**config.mk**
```make
export PLATFORM = sky130hd
export DESIGN_NAME = receipt_emitter_flat
export DESIGN_NICKNAME = d
export VERILOG_FILES = /design/src/rtl/receipt_emitter_if.sv /design/src/rtl/receipt_emitter.sv /design/src/flat_wrapper.sv
export SDC_FILE = /design/constraint.sdc
export NUM_CORES = 1
export LEC_CHECK = 0
export BUFFER_PORTS_ARGS = -buffer_cell sky130_fd_sc_hd__buf_2
export CAP_MARGIN = 5
export CORE_MARGIN = 2
export CORE_UTILIZATION = 59
export CTS_BUF_LIST = sky130_fd_sc_hd__clkbuf_4 sky130_fd_sc_hd__clkbuf_8
export DETAILED_ROUTE_END_ITERATION = 12
export GPL_TIMING_DRIVEN = 0
export PLACE_DENSITY = 0.84
export SYNTH_ARGS = -nofsm -noshare
export SYNTH_HDL_FRONTEND = slang
export SYNTH_SLANG_ARGS = --single-unit
```
**constraint.sdc**
```tcl
create_clock -name clk -period 33.8 [get_ports clk]
set_clock_uncertainty 0.05 [all_clocks]
set_input_delay 6.76 -clock clk [delete_from_list [all_inputs] [get_ports clk]]
set_output_delay 6.76 -clock clk [all_outputs]
set_load 0.02 [all_outputs]
```
**src/rtl/receipt_emitter_if.sv**
```systemverilog
// receipt_emitter_if
//   Groups the two streaming channels of the receipt emitter:
//     instruction channel : instr_valid / instr_ready / instr_opcode / instr_operand
//     receipt channel     : rcpt_valid / rcpt_ready / rcpt_pre_mu / rcpt_post_mu /
//                           rcpt_opcode / rcpt_operand (+ rcpt_seq with RECEIPT_SEQ_EN)
//   master : the emitter side (accepts instructions, produces receipts)
//   slave  : the environment side (retire stage and receipt consumer)
//   Optional build macro: RECEIPT_SEQ_EN adds rcpt_seq [SEQ_W-1:0].
interface receipt_emitter_if
`ifdef RECEIPT_SEQ_EN
  #(parameter int SEQ_W = 16)
`endif
  ;
  logic        instr_valid;
  logic        instr_ready;
  logic [7:0]  instr_opcode;
  logic [31:0] instr_operand;
  logic        rcpt_valid;
  logic        rcpt_ready;
  logic [31:0] rcpt_pre_mu;
  logic [31:0] rcpt_post_mu;
  logic [7:0]  rcpt_opcode;
  logic [31:0] rcpt_operand;
`ifdef RECEIPT_SEQ_EN
  logic [SEQ_W-1:0] rcpt_seq;
`endif

  modport master (
    input  instr_valid, instr_opcode, instr_operand, rcpt_ready,
`ifdef RECEIPT_SEQ_EN
    output rcpt_seq,
`endif
    output instr_ready, rcpt_valid, rcpt_pre_mu, rcpt_post_mu, rcpt_opcode, rcpt_operand
  );

  modport slave (
    output instr_valid, instr_opcode, instr_operand, rcpt_ready,
`ifdef RECEIPT_SEQ_EN
    input  rcpt_seq,
`endif
    input  instr_ready, rcpt_valid, rcpt_pre_mu, rcpt_post_mu, rcpt_opcode, rcpt_operand
  );
endinterface

```
**src/rtl/receipt_emitter.sv**
```systemverilog
// receipt_emitter
//   Transmit side of the receipt protocol. Accepts retired instructions, computes
//   their cost, advances the mu accumulator and queues chained receipts
//   {pre_mu, post_mu, opcode, operand} in a first-word-fall-through FIFO.
// Ports
//   clk, rst        clock, asynchronous active-high reset
//   bus (master)    instruction and receipt handshake channels
//   mu_load         pulse: load accumulator with mu_load_value, clear error, go RUN
//   mu_load_value   value for mu_load
//   fault_clear     pulse: FAULT -> RUN, clear error, keep accumulator
//   mu_total        registered accumulator
//   state_o         RUN=0, HALTED=1, FAULT=2
//   error_code      0 none, 3 unknown opcode, 4 overflow (sticky until cleared)
// Optional build macro: RECEIPT_SEQ_EN adds a per-receipt sequence index (rcpt_seq).
module receipt_emitter #(
  parameter int FIFO_DEPTH = 4
`ifdef RECEIPT_SEQ_EN
  , parameter int SEQ_W = 16
`endif
) (
  input  logic                 clk,
  input  logic                 rst,
  receipt_emitter_if.master    bus,
  input  logic                 mu_load,
  input  logic [31:0]          mu_load_value,
  input  logic                 fault_clear,
  output logic [31:0]          mu_total,
  output logic [1:0]           state_o,
  output logic [31:0]          error_code
);
  localparam int AW = $clog2(FIFO_DEPTH);
  localparam logic [AW:0]   CNT_ONE  = (AW+1)'(1);
  localparam logic [AW:0]   CNT_FULL = (AW+1)'(FIFO_DEPTH);
  localparam logic [AW-1:0] PTR_ONE  = AW'(1);

  typedef enum logic [1:0] {S_RUN = 2'd0, S_HALTED = 2'd1, S_FAULT = 2'd2} state_t;

  typedef struct packed {
    logic [31:0] pre;
    logic [31:0] post;
    logic [7:0]  op;
    logic [31:0] operand;
`ifdef RECEIPT_SEQ_EN
    logic [SEQ_W-1:0] seq;
`endif
  } entry_t;

  function automatic logic is_known(input logic [7:0] op);
    return (op <= 8'h10) || (op == 8'hFF);
  endfunction

  // REVEAL packs two cost bytes; HALT is free; everything else costs the low byte.
  function automatic logic [31:0] instr_cost(input logic [7:0] op, input logic [31:0] operand);
    case (op)
      8'h0F:   return {16'h0, operand[23:16], operand[7:0]};
      8'hFF:   return 32'h0;
      default: return {24'h0, operand[7:0]};
    endcase
  endfunction

  state_t      state_q, state_d;
  logic [31:0] acc_q, acc_d;
  logic [31:0] err_q, err_d;
  entry_t      mem_q [FIFO_DEPTH];
  entry_t      mem_d [FIFO_DEPTH];
  logic [AW-1:0] wr_ptr_q, wr_ptr_d, rd_ptr_q, rd_ptr_d;
  logic [AW:0]   count_q, count_d;
`ifdef RECEIPT_SEQ_EN
  logic [SEQ_W-1:0] seq_q, seq_d;
`endif

  logic        full, xfer, known, do_push, do_pop;
  logic [31:0] cost;
  logic [32:0] sum;
  entry_t      new_entry;
  entry_t      head;

  always_comb begin
    full  = (count_q == CNT_FULL);
    // No pass-through when full: a same-cycle pop does not raise ready.
    bus.instr_ready = !rst && (state_q == S_RUN) && !full && !mu_load;
    bus.rcpt_valid  = (count_q != '0);
    xfer    = bus.instr_valid && bus.instr_ready;
    known   = is_known(bus.instr_opcode);
    cost    = instr_cost(bus.instr_opcode, bus.instr_operand);
    sum     = {1'b0, acc_q} + {1'b0, cost};
    do_push = xfer && known && !sum[32];
    do_pop  = bus.rcpt_valid && bus.rcpt_ready;

    new_entry.pre     = acc_q;
    new_entry.post    = sum[31:0];
    new_entry.op      = bus.instr_opcode;
    new_entry.operand = bus.instr_operand;
`ifdef RECEIPT_SEQ_EN
    new_entry.seq     = seq_q;
`endif
  end

  // Control: accumulator, error code and FSM; mu_load overrides everything.
  always_comb begin
    state_d = state_q;
    acc_d   = acc_q;
    err_d   = err_q;
`ifdef RECEIPT_SEQ_EN
    seq_d   = seq_q;
`endif
    if (mu_load) begin
      acc_d   = mu_load_value;
      err_d   = 32'd0;
      state_d = S_RUN;
`ifdef RECEIPT_SEQ_EN
      seq_d   = '0;
`endif
    end else if (xfer) begin
      if (!known) begin
        err_d   = 32'd3;
        state_d = S_FAULT;
      end else if (sum[32]) begin
        err_d   = 32'd4;
        state_d = S_FAULT;
      end else begin
        acc_d = sum[31:0];
`ifdef RECEIPT_SEQ_EN
        seq_d = seq_q + SEQ_W'(1);
`endif
        if (bus.instr_opcode == 8'hFF) state_d = S_HALTED;
      end
    end else if (fault_clear && state_q == S_FAULT) begin
      err_d   = 32'd0;
      state_d = S_RUN;
    end
  end

  // Receipt queue: push and pop may both happen in one cycle.
  always_comb begin
    mem_d    = mem_q;
    wr_ptr_d = wr_ptr_q;
    rd_ptr_d = rd_ptr_q;
    count_d  = count_q;
    if (do_push) begin
      mem_d[wr_ptr_q] = new_entry;
      wr_ptr_d        = wr_ptr_q + PTR_ONE;
    end
    if (do_pop) rd_ptr_d = rd_ptr_q + PTR_ONE;
    case ({do_push, do_pop})
      2'b10:   count_d = count_q + CNT_ONE;
      2'b01:   count_d = count_q - CNT_ONE;
      default: count_d = count_q;
    endcase
  end

  always_ff @(posedge clk or posedge rst) begin
    if (rst) begin
      state_q  <= S_RUN;
      acc_q    <= 32'd0;
      err_q    <= 32'd0;
      mem_q    <= '{default: '0};
      wr_ptr_q <= '0;
      rd_ptr_q <= '0;
      count_q  <= '0;
`ifdef RECEIPT_SEQ_EN
      seq_q    <= '0;
`endif
    end else begin
      state_q  <= state_d;
      acc_q    <= acc_d;
      err_q    <= err_d;
      mem_q    <= mem_d;
      wr_ptr_q <= wr_ptr_d;
      rd_ptr_q <= rd_ptr_d;
      count_q  <= count_d;
`ifdef RECEIPT_SEQ_EN
      seq_q    <= seq_d;
`endif
    end
  end

  always_comb begin
    head             = mem_q[rd_ptr_q];
    bus.rcpt_pre_mu  = head.pre;
    bus.rcpt_post_mu = head.post;
    bus.rcpt_opcode  = head.op;
    bus.rcpt_operand = head.operand;
`ifdef RECEIPT_SEQ_EN
    bus.rcpt_seq     = head.seq;
`endif
    mu_total   = acc_q;
    state_o    = state_q;
    error_code = err_q;
  end
endmodule

```
**src/flat_wrapper.sv**
```systemverilog
// flat-port wrapper written by rule: the top's interface ports become plain ports
module receipt_emitter_flat 
#(
  parameter int FIFO_DEPTH = 4

)
  (clk, rst, mu_load, mu_load_value, fault_clear, mu_total, state_o, error_code, bus_instr_valid, bus_instr_opcode, bus_instr_operand, bus_rcpt_ready, bus_instr_ready, bus_rcpt_valid, bus_rcpt_pre_mu, bus_rcpt_post_mu, bus_rcpt_opcode, bus_rcpt_operand);
  receipt_emitter_if bus_i ();
  input  logic clk;
  input  logic rst;
  input  logic mu_load;
  input  logic [31:0] mu_load_value;
  input  logic fault_clear;
  output logic [31:0] mu_total;
  output logic [1:0] state_o;
  output logic [31:0] error_code;
  input wire logic [$bits(bus_i.instr_valid)-1:0] bus_instr_valid;
  input wire logic [$bits(bus_i.instr_opcode)-1:0] bus_instr_opcode;
  input wire logic [$bits(bus_i.instr_operand)-1:0] bus_instr_operand;
  input wire logic [$bits(bus_i.rcpt_ready)-1:0] bus_rcpt_ready;
  output wire logic [$bits(bus_i.instr_ready)-1:0] bus_instr_ready;
  output wire logic [$bits(bus_i.rcpt_valid)-1:0] bus_rcpt_valid;
  output wire logic [$bits(bus_i.rcpt_pre_mu)-1:0] bus_rcpt_pre_mu;
  output wire logic [$bits(bus_i.rcpt_post_mu)-1:0] bus_rcpt_post_mu;
  output wire logic [$bits(bus_i.rcpt_opcode)-1:0] bus_rcpt_opcode;
  output wire logic [$bits(bus_i.rcpt_operand)-1:0] bus_rcpt_operand;
  assign bus_i.instr_valid = bus_instr_valid;
  assign bus_i.instr_opcode = bus_instr_opcode;
  assign bus_i.instr_operand = bus_instr_operand;
  assign bus_i.rcpt_ready = bus_rcpt_ready;
  assign bus_instr_ready = bus_i.instr_ready;
  assign bus_rcpt_valid = bus_i.rcpt_valid;
  assign bus_rcpt_pre_mu = bus_i.rcpt_pre_mu;
  assign bus_rcpt_post_mu = bus_i.rcpt_post_mu;
  assign bus_rcpt_opcode = bus_i.rcpt_opcode;
  assign bus_rcpt_operand = bus_i.rcpt_operand;
  receipt_emitter #(.FIFO_DEPTH(FIFO_DEPTH)) u_core (.clk(clk), .rst(rst), .bus(bus_i), .mu_load(mu_load), .mu_load_value(mu_load_value), .fault_clear(fault_clear), .mu_total(mu_total), .state_o(state_o), .error_code(error_code));
endmodule
```
After elaboration in Yosys (flattened, before gate mapping)

Cells that the tools add are included.

Input bits: 78
Word-level logic and storage cells: 88
Register bits: 489
Output and inout bits: 172

Eq/ne operators: 9
Magnitude comparators: 4
Multiplexer cells: 23
Reductions and logical operators: 23
$add $sub $neg: 5
Bitwise logic cells: 2

Operators with widths:

| operator            | number |
|---|---|
| $bwmux 416          | 1 |
| $mux 104            | 3 |
| $mux 32             | 9 |
| $bmux 104 s2        | 1 |
| $demux 104 s2       | 1 |
| $add 32x16->33      | 1 |
| $pmux 16 s2         | 1 |
| $mux 2              | 6 |
| $logic_and 1x1->1   | 9 |
| $eq 8x4->1 const B  | 1 |
| $eq 8x8->1 const B  | 1 |
| $le 8x5->1 const B  | 1 |
| $ge 3x3->1 const B  | 2 |
| $not 2->3           | 2 |
| $pmux 3 s2          | 1 |
| $reduce_bool 2->1   | 3 |
| $reduce_bool 3->1   | 2 |
| $ne 5x5->1 const B  | 1 |
| $add 2x1->2 const B | 2 |
| $eq 2x2->1 const B  | 2 |
| $logic_not 1->1     | 4 |
| $ne 4x4->1 const B  | 1 |
| $reduce_and 2->1    | 2 |
| $add 3x1->3 const B | 1 |
| 8 further kinds     | 8 |

Logic depth before layout (Yosys ltp)

Gate-level depths: netlist of run 1.

Depth in word-level cells: 9
Mapped depth: 19
Mapped depth without buffers: 18

Worst setup path before layout of run 1

No wires, ideal clock.

Kind: input-to-output
Start: input mu_load
End: output bus_instr_ready
Data required time: 26.990 ns
Path buffers: 0
Slack: 19.614 ns
Cell stages on the path: 2
Data arrival time: 7.376 ns
Cell sequence: nor4_1 -> and2_1

Cells in the longest elaborated chain, start to end: 2

Ends and longest elaborated chain:

| what               | line                  | source |
|---|---|---|
| start: declaration | flat_wrapper.sv:11    | `input logic mu_load;` |
| $logic_not 1->1    | receipt_emitter.sv:81 | `bus.instr_ready = !rst && (state_q == S_RUN) && !full && !mu_load;` |
| $logic_and 1x1->1  | receipt_emitter.sv:81 |  |
| end: declaration   | flat_wrapper.sv:21    | `output wire logic [$bits(bus_i.instr_ready)-1:0] bus_instr_ready;` |

Every way passes these cells.

Worst setup path after layout of run 1

Ends and elaborated chain as after synthesis.

==> run metrics, run 1 <==
Cell Area, Synth=between 20,000 and 25,000 µm²; CP Launch Type=input port; Total GRT Usage=a little over a third; Synth Instances=~2,200; VDD IR-drop max=between 0.00004 and 0.00005 V; leakage=13.1 nW; start point of the critical path=mu_load; Yosys top cell by area=dfrtp_1; clk slew on worst S/H paths=roughly 0.06 ns; Post-synth top flop=dfrtp_1; # nets final=between 2,000 and 3,000; Sink Count=459; FF+latch count, synth=459; port bufs=220; largest net degree at the start of global routing=roughly 120; CTS Hold Bufs=0; full die area=37,900 µm²; CTS root buffer=clkbuf_8; final non-filler cell total=3,006; hold depth=2; Seq/Total Area, Yosys=between 50% and 60%; First-pass DRT Iterations=6; Die H=about 190 µm; total gr overflow=0; area taken by multi-input logic gates=between 9000 and 10,000 µm²; deepest clock path buffer count=3; DR DRC count=0; Least-Margin Pin Slew=about 1.3 ns; worst-case reg-to-reg path depth=16; die width=195 µm; reg-to-reg slack, setup=29.38 ns; endpoints failing hold=0; ratio of cells with drive above 1 in the final layout=a little under a quarter; post-route ant nets=0; core area=between 30,000 and 40,000 µm²; Final setup viols=0; Worst setup endpoint=bus_instr_ready; top-area cell type share of the netlist area=53.5%; routability cong.=0.931; area grow syn2layout=16.5%; Placed Cells=between 2,000 and 3,000; Reg-to-Reg End=u_core.count_q[2]; Syn Area/Cell=9.99 µm²; Worst Path Arrival=between 7 and 8 ns; commonest cells after routing, fill and taps aside=927 x nand2_1, 459 x dfrtp_1, 274 x buf_2; number of flops mapped to enable cells by yosys=0; yosys warns=0; max-cap violations=0; Setup Total Neg Slack=0 ns; leading cell type in the layout, fill and taps excluded=nand2_1; crit end category=output port; clock buffer count from CTS=76; post-route minimum period=roughly 14 ns; H-tree levels=3; library cells used by synthesis=between 60 and 70; Async SR Flop Fraction=100%; CP required=between 20 and 30 ns; routed vias=18,463; Worst-Skew Late Latency=about 0.64 ns; WL per Instance=between 20 and 25 µm; RR Startpoint=u_core.mu_total[0]; Worst Path Max Fanout=3; num ports=250; fill count=about 2,500; status=finished clean; fmax=69.2 MHz; # rows=69; worst setup path class=in2out; initial antenna violation count=9; CTS tree=done; slew margin rel.=about 14%; Post-CTS Setup Bufs=0; Initial Utilization=between 60% and 70%; RSZ-0062 raised after global routing=false; Hold Path Class=reg2reg; FF/Latch Area=approximately 11,000 µm²; first-pass GRT wire length=between 100,000 and 150,000 µm; via density per instance=around 6; DP HPWL=46,700 µm; final WL=between 60,000 and 70,000 µm; top post-synthesis cells by area=dfrtp_1 53%, nand2_1 16%, mux4_2 11%; PD cells=59.9 nW/µm²; Iter 0 DRT Violations=2,204; hold_sp=u_core.mem_q[141]; vias in the first global route=between 15,000 and 20,000; Post-CTS Resized=0; fin crit share=between 40 and 50%; Util after Layout=70.0%; count of pins over their slew limit=0
==> kinds of logic after synthesis <==
family	count (synthesis)	synth area share, %
AOI/OAI and AO/OA	299	8.61
xor gates and xnor gates	32	1.34
adders and majority gates	23	1.41
buffers and inverters	187	5.01
DFF	459	53.5
muxes	104	10.9
other	1	0.0175
and+or+nand+nor	1045	19.2
==> layout make-up <==
cell class,count,share of cell area (%)
diodes,12,0.120
plain buffers,164,3.96
clock buffers,124,6.22
clock inverters,7,0.250
inverters,23,0.375
multi-input cells,1532,36.0
flip-flops and latches,459,45.9
well taps,461,2.31
repair buffers,224,4.84
==> registers in the layout (all words and copies together), names as in the netlist <==
| register | cells |
|---|---|
| u_core.mu_total | 32 |
| u_core.rd_ptr_q | 2 |
| u_core.wr_ptr_q | 2 |
| u_core.mem_q | 416 |
| u_core.count_q | 3 |
| u_core.error_code | 2 |
| u_core.state_o | 2 |
==> worst min-delay path by stage <==
stage / endpoint / slack (ns)
floorplan: u_core.mem_q[104] / 0.38
global placement: u_core.mem_q[84] / 0.39
detailed placement: u_core.mem_q[309] / 0.40
CTS: u_core.mem_q[130] / 0.41
global route: u_core.mem_q[183] / 0.43
finish: u_core.mem_q[141] / 0.41
==> per-layer routing <==
metal,routed length (µm),part of all wire [%],track usage [%]
met3,8210,12,9.89
met1,23900,36,46.5
met4,4430,6.6,23.2
met5,0,0,0
met2,30100,45,52.4
==> power breakdown <==
| part | switching (mW) | internal (mW) | leakage, nW |
|---|---|---|---|
| clock network | 0.224 | 0.297 | 0.863 |
| logic | 0.219 | 0.129 | 5.99 |
| registers | 0.0329 | 0.596 | 6.29 |
==> cell usage after synthesis, types with 2 or more instances <==
cell type and n:
a211o_1 3, a211oi_1 3, a21o_1 7, a21oi_1 47, a21oi_2 2, a221o_1 12
a22o_1 3, a22oi_1 8, a31oi_1 3, and2_1 14, and3_1 6, buf_1 10
buf_2 54, buf_4 49, buf_6 16, clkbuf_1 33, clkbuf_2 2, dfrtp_1 459
fa_1 2, ha_1 21, inv_1 23, mux4_2 104, nand2_1 927, nand2b_1 4
nand3_1 13, nand4_1 7, nor2_1 43, nor2b_1 9, nor3_1 7, nor3_2 2
o211a_1 5, o211ai_1 4, o211ai_4 4, o21a_1 2, o21ai_0 169, o21ai_1 2
o2bb2ai_1 2, o31a_1 8, o31ai_1 4, o41ai_1 2, or2_2 2, or3_1 3
or3_4 2, xnor2_1 17, xor2_1 14
==> critical path, stage by stage <==
cell and delay, ns:
buf_2 0.10, nor4_1 0.40, and2_1 0.20, buf_2 0.16
==> metrics by stage <==
stage	hold slack, ns	instance area, µm²	power [mW]	setup slack, ns
floorplan	0.383	21600	0.863	14.19
global placement	0.394	23300	0.965	10.13
detailed placement	0.402	23400	0.979	19.37
CTS	0.415	25000	1.49	19.36
global route	0.427	25000	1.55	19.32
finish	0.410	25000	1.50	19.36
(Power assumes the default switching activity.)
==> inputs of run 2 (changes only) <==
--- a/config.mk
+++ b/config.mk
@@ -5,6 +5,7 @@
 export SDC_FILE = /design/constraint.sdc
 export NUM_CORES = 1
 export LEC_CHECK = 0
+export ABC_AREA = 1
 export BUFFER_PORTS_ARGS = -buffer_cell sky130_fd_sc_hd__buf_2
 export CAP_MARGIN = 5
 export CORE_MARGIN = 2
@@ -12,7 +13,7 @@
 export CTS_BUF_LIST = sky130_fd_sc_hd__clkbuf_4 sky130_fd_sc_hd__clkbuf_8
 export DETAILED_ROUTE_END_ITERATION = 12
 export GPL_TIMING_DRIVEN = 0
-export PLACE_DENSITY = 0.84
+export PLACE_DENSITY = 0.83
 export SYNTH_ARGS = -nofsm -noshare
 export SYNTH_HDL_FRONTEND = slang
 export SYNTH_SLANG_ARGS = --single-unit
==> constraint.sdc (replaced) <==
create_clock -name clk -period 13.4 [get_ports clk]
set_clock_uncertainty 0.05 [all_clocks]
set_input_delay 2.68 -clock clk [delete_from_list [all_inputs] [get_ports clk]]
set_output_delay 2.68 -clock clk [all_outputs]
set_load 0.02 [all_outputs]
==> run metrics, run 2 <==
DP HPWL=53,300 µm; FF+latch count, synth=between 400 and 500; Setup Total Neg Slack=0 ns; FF/Latch Area=~11,000 µm²; full die area=between 30,000 and 40,000 µm²; Worst Path Max Fanout=43; max-cap violations=0; total gr overflow=0; Initial Utilization=around 60%; CP Launch Type=input port; Die H=roughly 200 µm; routed vias=21,441; Sink Count=about 460; RSZ-0062 raised after global routing=false; Post-CTS Setup Bufs=0; final WL=approximately 75,000 µm; final non-filler cell total=approximately 3,600; post-route minimum period=around 8 ns; Yosys top cell by area=dfrtp_1; # nets final=around 3,200; Worst Path Arrival=5.25 ns; slew margin rel.=29.0%; CP required=between 10 and 15 ns; area grow syn2layout=16.0%; CTS tree=done; leading cell type in the layout, fill and taps excluded=nand2_1; top-area cell type share of the netlist area=51.9%; Worst-Skew Late Latency=between 0.6 and 0.7 ns; ratio of cells with drive above 1 in the final layout=15.5%; antenna diode count=0; num ports=250; first-pass GRT wire length=between 100,000 and 150,000 µm; vias in the first global route=between 20,000 and 25,000; crit end category=output port; Post-CTS Resized=0; clock buffer count from CTS=76; Hold Path Class=reg2reg; Syn Area/Cell=8.02 µm²; First-pass DRT Iterations=5; Async SR Flop Fraction=100%; final worst slack=between 5 and 6 ns; pre-CTS setup slack=around 5.4 ns; most instantiated library cell after synthesis=nand2_1; Top reg by flops=u_core.mem_q; Final setup viols=0; worst setup path class=in2out; fin crit share=around three fifths; Synth top cells by count=847 x nand2_1, 459 x dfrtp_1, 459 x o21ai_0, 254 x nor2_1, 161 x inv_1; CTS root buffer=clkbuf_8; core area=36,800 µm²; PD cells=186 nW/µm²; clk slew on worst S/H paths=~0.06 ns; die width=between 150 and 200 µm; # rows=70; Util after Layout=69.8%; post-route ant nets=0; port bufs=between 200 and 250; Synth Instances=2,758; commonest cells after routing, fill and taps aside=847 x nand2_1, 459 x o21ai_0, 459 x dfrtp_1; Total GRT Usage=about two fifths; Least-Margin Pin Slew=roughly 1.1 ns; number of flops mapped to enable cells by yosys=0; yosys warns=0; fill count=2,958; Placed Cells=roughly 3,500; max reg flops=approximately 420; H-tree levels=3; Fin Hold WS=0.415 ns; routability cong.=approximately 1; Post-synth top flop=dfrtp_1; leakage=13.2 nW; CTS Hold Bufs=0; WL per Instance=20.8 µm; endpoints failing hold=0; via density per instance=5.93; initial antenna violation count=2; Cell Area, Synth=22,100 µm²; area taken by multi-input logic gates=~9000 µm²; status=finished clean; top post-synthesis cells by area=dfrtp_1 52%, nand2_1 14%, o21ai_0 10%; largest net degree at the start of global routing=45; Seq/Total Area, Yosys=51.9%; library cells used by synthesis=36; Iter 0 DRT Violations=between 2,000 and 2,500; count of pins over their slew limit=0; deepest clock path buffer count=3; VDD IR-drop max=around 0.00013 V; DR DRC count=0; fmax=125 MHz
==> run 2: cell types whose count changed after synthesis, sizes merged, moves of 70 or more <==
cell   before  now
nand2     927  857
nor2       43  260
o21ai     171  557
inv        23  162
mux4      104    0
o22ai       0  104
==> run 2: worst paths after layout <==
| path | slack [ns] | to | depth (start not counted) | from |
|---|---|---|---|---|
| min in group asynchronous | 2.19 | u_core.mem_q[11] | 2 | rst |
| worst max register to register | 9.51 | u_core.count_q[2] | 20 | u_core.mu_total[0] |
| worst min register to register | 0.41 | u_core.mem_q[165] | 2 | u_core.mem_q[165] |
| worst min-delay path | 0.41 | u_core.mem_q[165] | 2 | u_core.mem_q[165] |
| max in group asynchronous | 9.26 | u_core.mem_q[373] | 7 | rst |
| worst max-delay path | 5.42 | bus_instr_ready | 9 | rst |
==> run 2: area by class of cell <==
cell class / instances / share of cell area [%]
sequential: 459 / 44.8
multi-input combinational: 1970 / 35.0
clock buffer: 118 / 5.65
timing repair buffer: 230 / 5.13
buffer: 193 / 4.41
inverter: 164 / 2.41
tap: 468 / 2.28
clock inverter: 15 / 0.341
==> run 2: layer usage <==
metal | routed length, µm | up-vias | track usage (%)
li1 | - | 9601 | -
met4 | 4580 | 4 | 24.2
met1 | 28800 | 10154 | 51.5
met2 | 33400 | 1412 | 58.1
met5 | 27 | - | 0
met3 | 8480 | 270 | 9.39
==> run 2: cell families after synthesis <==
kind of cell / Yosys count / share of synthesized area [%]
AO/OA/AOI/OAI: 679 / 16.1
XOR/XNOR: 23 / 0.911
adder cells (fa/ha/maj): 23 / 1.37
buffers and inverters: 357 / 7.91
flip-flops: 459 / 51.9
other: 1 / 0.0170
AND/OR/NAND/NOR: 1216 / 21.7
==> run 2: power breakdown <==
group	leakage, nW	internal, mW	switching, mW
combinational	6.13	0.541	1.37
clock	0.828	0.688	0.580
sequential	6.26	1.51	0.0954
==> run 2: through the flow <==
stage / cell area (µm²) / total power, mW
3_5_place_dp: 24100 / 3.47
2_1_floorplan: 22200 / 2.77
6_report: 25700 / 4.78
4_1_cts: 25700 / 4.73
3_3_place_gp: 23900 / 3.44
5_1_grt: 25700 / 4.98
==> run 2: critical path, stage by stage <==
cell        delay [ns]
buf_2             0.11
clkinvlp_4        0.61
buf_12            0.30
buf_12            0.27
buf_12            0.26
buf_12            0.28
nand3_1           0.25
nor2_2            0.21
buf_2             0.18
